==> config.mk <==
export PLATFORM = sky130hd
export DESIGN_NAME = mult_arbiter_float32
export DESIGN_NICKNAME = d
export VERILOG_FILES = /design/src/rtl/mult_arbiter_float32.sv
export SDC_FILE = /design/constraint.sdc
export NUM_CORES = 1
export LEC_CHECK = 0
export CAP_MARGIN = 15
export CORE_AREA = 2 2 139 141
export DETAILED_ROUTE_END_ITERATION = 10
export DIE_AREA = 0 0 141 143
export DONT_BUFFER_PORTS = 1
export PLACE_DENSITY = 0.48
export SLEW_MARGIN = 20
export SYNTH_ARGS = -nofsm -noshare
export SYNTH_HDL_FRONTEND = slang
export SYNTH_SLANG_ARGS = --single-unit
==> constraint.sdc <==
create_clock -name clk -period 4.3 [get_ports clk]
set_input_delay 0.645 -clock clk [delete_from_list [all_inputs] [get_ports clk]]
set_output_delay 0.645 -clock clk [all_outputs]
set_load 0.02 [all_outputs]
==> src/rtl/mult_arbiter_float32.sv <==
// ---------------------------------------------------------------------------
// mult_arbiter_float32
// Round-robin arbiter that shares one pipelined 24x24 mantissa multiplier
// between NUM_REQ requesters. A winning operand pair is registered into the
// multiplier. A {valid, id} tag travels down a shift pipeline that matches the
// multiplier latency, and each 48-bit product is steered back to its owner.
//
// Ports
//   clk, rst        clock, asynchronous active-high reset
//   hold            block new grants; in-flight work still drains
//   req_valid       per-requester operand valid
//   req_a, req_b    packed 24-bit mantissas, requester i at [24i +: 24]
//   req_ready       one-hot grant (combinational)
//   mul_valid_in    issue strobe to the multiplier
//   mul_a, mul_b    registered operands to the multiplier
//   mul_valid_out   product valid from the multiplier
//   mul_data        48-bit product from the multiplier
//   res_valid       one-hot result strobe, one cycle
//   res_id          owner index of the current result
//   res_data        48-bit product, shared by all requesters
//   in_flight       operations issued and not yet returned
//   err             sticky tag/valid mismatch flag
// ---------------------------------------------------------------------------
module mult_arbiter_float32 #(
  parameter int unsigned NUM_REQ = 4,
  parameter int unsigned ID_W    = $clog2(NUM_REQ),
  parameter int unsigned MUL_LAT = 4
) (
  input  logic                    clk,
  input  logic                    rst,
  input  logic                    hold,
  input  logic [NUM_REQ-1:0]      req_valid,
  input  logic [NUM_REQ*24-1:0]   req_a,
  input  logic [NUM_REQ*24-1:0]   req_b,
  output logic [NUM_REQ-1:0]      req_ready,
  output logic                    mul_valid_in,
  output logic [23:0]             mul_a,
  output logic [23:0]             mul_b,
  input  logic                    mul_valid_out,
  input  logic [47:0]             mul_data,
  output logic [NUM_REQ-1:0]      res_valid,
  output logic [ID_W-1:0]         res_id,
  output logic [47:0]             res_data,
  output logic [ID_W+1:0]         in_flight,
  output logic                    err
);

  localparam int unsigned MANT_W = 24;
  localparam int unsigned PROD_W = 48;
  localparam int unsigned CNT_W  = ID_W + 2;
  localparam int unsigned SUM_W  = ID_W + 1;

  // State registers
  logic [ID_W-1:0]               ptr_q, ptr_d;
  logic                          mul_valid_q, mul_valid_d;
  logic [MANT_W-1:0]             mul_a_q, mul_a_d;
  logic [MANT_W-1:0]             mul_b_q, mul_b_d;
  logic [ID_W-1:0]               issue_id_q, issue_id_d;
  logic [MUL_LAT-1:0]            tag_vld_q, tag_vld_d;
  logic [MUL_LAT-1:0][ID_W-1:0]  tag_id_q, tag_id_d;
  logic [NUM_REQ-1:0]            res_valid_q, res_valid_d;
  logic [ID_W-1:0]               res_id_q, res_id_d;
  logic [PROD_W-1:0]             res_data_q, res_data_d;
  logic [CNT_W-1:0]              in_flight_q, in_flight_d;
  logic                          err_q, err_d;

  // Combinational grant
  logic                          grant_vld_c;
  logic [ID_W-1:0]               grant_id_c;
  logic [SUM_W-1:0]              scan_sum;
  logic [ID_W-1:0]               scan_idx;
  logic                          ret_tag;
  logic [ID_W-1:0]               ret_id;

  assign ret_tag = tag_vld_q[MUL_LAT-1];
  assign ret_id  = tag_id_q[MUL_LAT-1];

  // Round-robin scan: first requester at or after ptr (mod NUM_REQ) wins
  always_comb begin
    grant_vld_c = 1'b0;
    grant_id_c  = '0;
    scan_sum    = '0;
    scan_idx    = '0;
    req_ready   = '0;
    if (!hold) begin
      for (int unsigned k = 0; k < NUM_REQ; k++) begin
        scan_sum = {1'b0, ptr_q} + SUM_W'(k);
        if (scan_sum >= SUM_W'(NUM_REQ)) scan_sum = scan_sum - SUM_W'(NUM_REQ);
        scan_idx = scan_sum[ID_W-1:0];
        if (!grant_vld_c && req_valid[scan_idx]) begin
          grant_vld_c = 1'b1;
          grant_id_c  = scan_idx;
        end
      end
    end
    if (grant_vld_c) req_ready[grant_id_c] = 1'b1;
  end

  // Next-state logic
  always_comb begin
    ptr_d       = ptr_q;
    mul_valid_d = grant_vld_c;
    mul_a_d     = mul_a_q;
    mul_b_d     = mul_b_q;
    issue_id_d  = issue_id_q;
    res_valid_d = '0;
    res_id_d    = res_id_q;
    res_data_d  = res_data_q;
    in_flight_d = in_flight_q;
    err_d       = err_q;

    if (grant_vld_c) begin
      ptr_d      = (grant_id_c == ID_W'(NUM_REQ - 1)) ? '0 : grant_id_c + ID_W'(1);
      issue_id_d = grant_id_c;
    end

    // Operand capture from the one-hot winner; holds value when idle
    for (int unsigned i = 0; i < NUM_REQ; i++) begin
      if (req_ready[i]) begin
        mul_a_d = req_a[i*MANT_W +: MANT_W];
        mul_b_d = req_b[i*MANT_W +: MANT_W];
      end
    end

    // Tag shifts every cycle so bubbles stay aligned with the multiplier
    tag_vld_d = {tag_vld_q[MUL_LAT-2:0], mul_valid_q};
    tag_id_d  = {tag_id_q[MUL_LAT-2:0], issue_id_q};

    if (mul_valid_out && ret_tag) begin
      res_valid_d[ret_id] = 1'b1;
      res_id_d            = ret_id;
      res_data_d          = mul_data;
    end

    // Count leaves on tag exit so a lost product cannot wedge the counter
    if (grant_vld_c && !ret_tag)      in_flight_d = in_flight_q + CNT_W'(1);
    else if (!grant_vld_c && ret_tag) in_flight_d = in_flight_q - CNT_W'(1);

    if (mul_valid_out != ret_tag) err_d = 1'b1;
  end

  // State register
  always_ff @(posedge clk or posedge rst) begin
    if (rst) begin
      ptr_q       <= '0;
      mul_valid_q <= 1'b0;
      mul_a_q     <= '0;
      mul_b_q     <= '0;
      issue_id_q  <= '0;
      tag_vld_q   <= '0;
      tag_id_q    <= '0;
      res_valid_q <= '0;
      res_id_q    <= '0;
      res_data_q  <= '0;
      in_flight_q <= '0;
      err_q       <= 1'b0;
    end else begin
      ptr_q       <= ptr_d;
      mul_valid_q <= mul_valid_d;
      mul_a_q     <= mul_a_d;
      mul_b_q     <= mul_b_d;
      issue_id_q  <= issue_id_d;
      tag_vld_q   <= tag_vld_d;
      tag_id_q    <= tag_id_d;
      res_valid_q <= res_valid_d;
      res_id_q    <= res_id_d;
      res_data_q  <= res_data_d;
      in_flight_q <= in_flight_d;
      err_q       <= err_d;
    end
  end

  assign mul_valid_in = mul_valid_q;
  assign mul_a        = mul_a_q;
  assign mul_b        = mul_b_q;
  assign res_valid    = res_valid_q;
  assign res_id       = res_id_q;
  assign res_data     = res_data_q;
  assign in_flight    = in_flight_q;
  assign err          = err_q;

endmodule

==> metrics <==
outcome=finished, final reports clean; DIE AREA=0.0202 sq mm; initial cell density of the core=32.9%; vias in the first global route=4796; # DRC=0; final hold violation count=0; Die Wd=141 um; final net count=818; final instance area=0.00692 sq mm; reg-to-reg critical path startpoint=ptr_q[1]$_DFFE_PP0P_; drt pass-1 iters=4; Fillers=1823; worst slew pin tran=0.842 ns; initial drt markers=183; area growth from synthesis to layout=13.4%; clock latency on the worst-skew pair=0.41 ns; grt total ovfl=0; Storage cell area=0.00310 sq mm; Leak=0.00278 uW; initial antenna violation count=3; unrepaired setup endpoints after global routing=false; fin crit period=3.59 ns; hpwl dp=13800 um; total of cells resized after clock tree synthesis=0; number of synthesis warnings=0; RD Place Congestion=0.833; hold crit path type=primary input to async pin; root buffer cell=clkbuf_16; GRT Total Usage=18.5%; slew margin rel.=43.9%; Distinct cells, synth=44; most common cell after layout, fill and taps aside=dfrtp_1; Final Util=37.3%; critical-path maximum fanout=22; core area=0.0186 sq mm; Max Root-Sink Buffers=2; largest net degree at the start of global routing=125; Buffers on Ports=0; R2R setup slack=1.30 ns; wire per inst=23.8 um; Critical Path AT=2.94 ns; hold_buf cts=0; Final Max Tran Viols=0; most frequent cells in the layout=dfrtp_1 (124), a211oi_1 (90), inv_1 (55); Mapped Area=0.00611 sq mm; FF-to-FF path depth=9; clock sink total=124; share of the yosys chip area belonging to registers=50.8%; Yosys reg bits=124; Worst Setup End Kind=primary output; H-tree depth=4; cells after synthesis=584; Worst setup SP type=register; DRT antenna net count=0; Post-CTS Setup Repair Bufs=0; reg2reg end=mul_a[1]$_DFFE_PP0P_; Worst Clk Skew=0.0114 ns; DR vias=4749; final WL=19300 um; period utilization=83.4%; Top Ports=360; max capacitance violation total=0; f_max=279 MHz; Worst VDD drop=0.309 mV; Die Y-Extent=143 um; FP Rows=50; PwrDens=694 mW/mm^2; critical path class=register to primary output; endpoints failing setup=0; setup_tns=0 ns; Clk pin slew, worst setup/hold paths=0.06 ns; TritonCTS clock tree=yes; average size of a mapped cell=10.5 sq um; Worst Path Required=3.65 ns; first-pass GRT wire length=28000 um; multi-input logic area=0.00260 sq mm; dpl cell area=0.00628 sq mm; fraction of layout cells with a size suffix above 1=19.9%; Mapped Nets=841; Num CTS Buffers=17; DR vias/cell=5.86
-- cell type report --
cell class,instances,area share (%)
multi-input cells,353,37.5
diodes,2,0.0723
inverters,57,3.13
repair buffers,8,1.23
flip-flops and latches,124,44.8
well taps,234,4.23
clock inverters,13,2.75
clock buffers,19,6.25
-- cell families (layout without fill, tap and decap cells) --
group	Yosys count	in the layout	share of synthesized area, %
xor gates and xnor gates	2	2	0.287
and+or+nand+nor	82	82	6.49
AOI/OAI and AO/OA	208	208	23.4
DFF	124	124	50.8
adders and majority gates	9	9	1.97
muxes	52	52	9.57
other	0	2	0
buffers and inverters	107	97	7.46
-- how the worst max path moves through the flow --
stage                               startpoint                    end  slack (ns)  cells after the start
after global routing      ptr_q[1]$_DFFE_PP0P_           req_ready[3]        0.52                      7
after CTS                 ptr_q[1]$_DFFE_PP0P_           req_ready[3]        0.65                      7
after floorplan                            rst        err$_DFFE_PP0P_        0.36                      1
final                     ptr_q[1]$_DFFE_PP0P_           req_ready[3]        0.71                      7
after detailed placement          req_valid[0]  mul_b[22]$_DFFE_PP0P_        0.85                      7
after global placement            req_valid[0]  mul_b[22]$_DFFE_PP0P_        0.90                      7
-- critical path, cell delays in order (launching register included) --
cell      delay [ns]
dfrtp_1         0.45
nand3b_1        0.21
a21o_1          0.18
a221o_1         0.41
inv_1           0.14
ha_1            0.25
nand3_2         0.47
inv_1           0.43
-- where the power goes --
part | total [uW] | internal, uW | leakage (uW) | switching [uW]
combinational | 1030 | 459 | 0.00103 | 574
sequential | 2250 | 1530 | 0.00145 | 724
clock | 1520 | 975 | 0.000302 | 541
-- synthesized netlist by cell type (all sizes together) --
| cell | number | share of area, % |
|---|---|---|
| and3 | 4 | 0.41 |
| nor3b | 1 | 0.12 |
| and3b | 1 | 0.14 |
| a31oi | 1 | 0.10 |
| a211oi | 96 | 12 |
| a21o | 4 | 0.49 |
| nand2 | 53 | 3.3 |
| o22ai | 47 | 4.8 |
| nand4b | 1 | 0.14 |
| mux2i | 1 | 0.16 |
| o2bb2ai | 1 | 0.14 |
| a2111oi | 1 | 0.14 |
| or3 | 1 | 0.10 |
| nor4 | 3 | 0.41 |
| a21oi | 49 | 4.4 |
| nand3 | 1 | 0.16 |
| o311ai | 1 | 0.14 |
| or2 | 1 | 0.10 |
| nor2 | 5 | 0.31 |
| o21ai | 4 | 0.33 |
| nor3 | 3 | 0.25 |
| mux2 | 51 | 9.4 |
| fa | 1 | 0.33 |
| xnor2 | 2 | 0.29 |
| ha | 8 | 1.6 |
| a21boi | 1 | 0.12 |
| nor2b | 2 | 0.20 |
| dfrtp | 124 | 51 |
| o21bai | 1 | 0.12 |
| nor4b | 1 | 0.25 |
| or4 | 1 | 0.18 |
| buf | 20 | 2.1 |
| clkbuf | 30 | 1.8 |
| a221o | 2 | 0.33 |
| nand2b | 2 | 0.20 |
| nand3b | 2 | 0.25 |
| inv | 57 | 3.5 |
-- metrics by stage --
step | cells | worst slack (ns) | hold slack, ns | total power (uW)
3_3_place_gp | 776 | 0.896 | 0.331 | 3280
6_report | 810 | 0.714 | 0.257 | 4800
3_5_place_dp | 776 | 0.853 | 0.336 | 3320
4_1_cts | 808 | 0.651 | 0.302 | 4870
5_1_grt | 809 | 0.521 | 0.330 | 5070
2_1_floorplan | 584 | 0.356 | 0.331 | 2990
-- sequential cells by signal, indices dropped and copies added (netlist names) --
register,cells
err,1
in_flight,4
issue_id_q,2
mul_a,24
mul_b,24
mul_valid_in,1
ptr_q,2
res_data,48
res_id,2
res_valid,4
ret_id,2
tag_id_d,6
tag_vld_q,4
-- metal layers --
layer	GRT usage, %	wire length [um]	up-vias
met5	0	16	-
li1	-	-	2076
met2	31.9	9800	309
met1	20.9	7250	2331
met3	6.91	1780	31
met4	7.05	451	2
No activity file was read; power rests on OpenSTA's default activity.
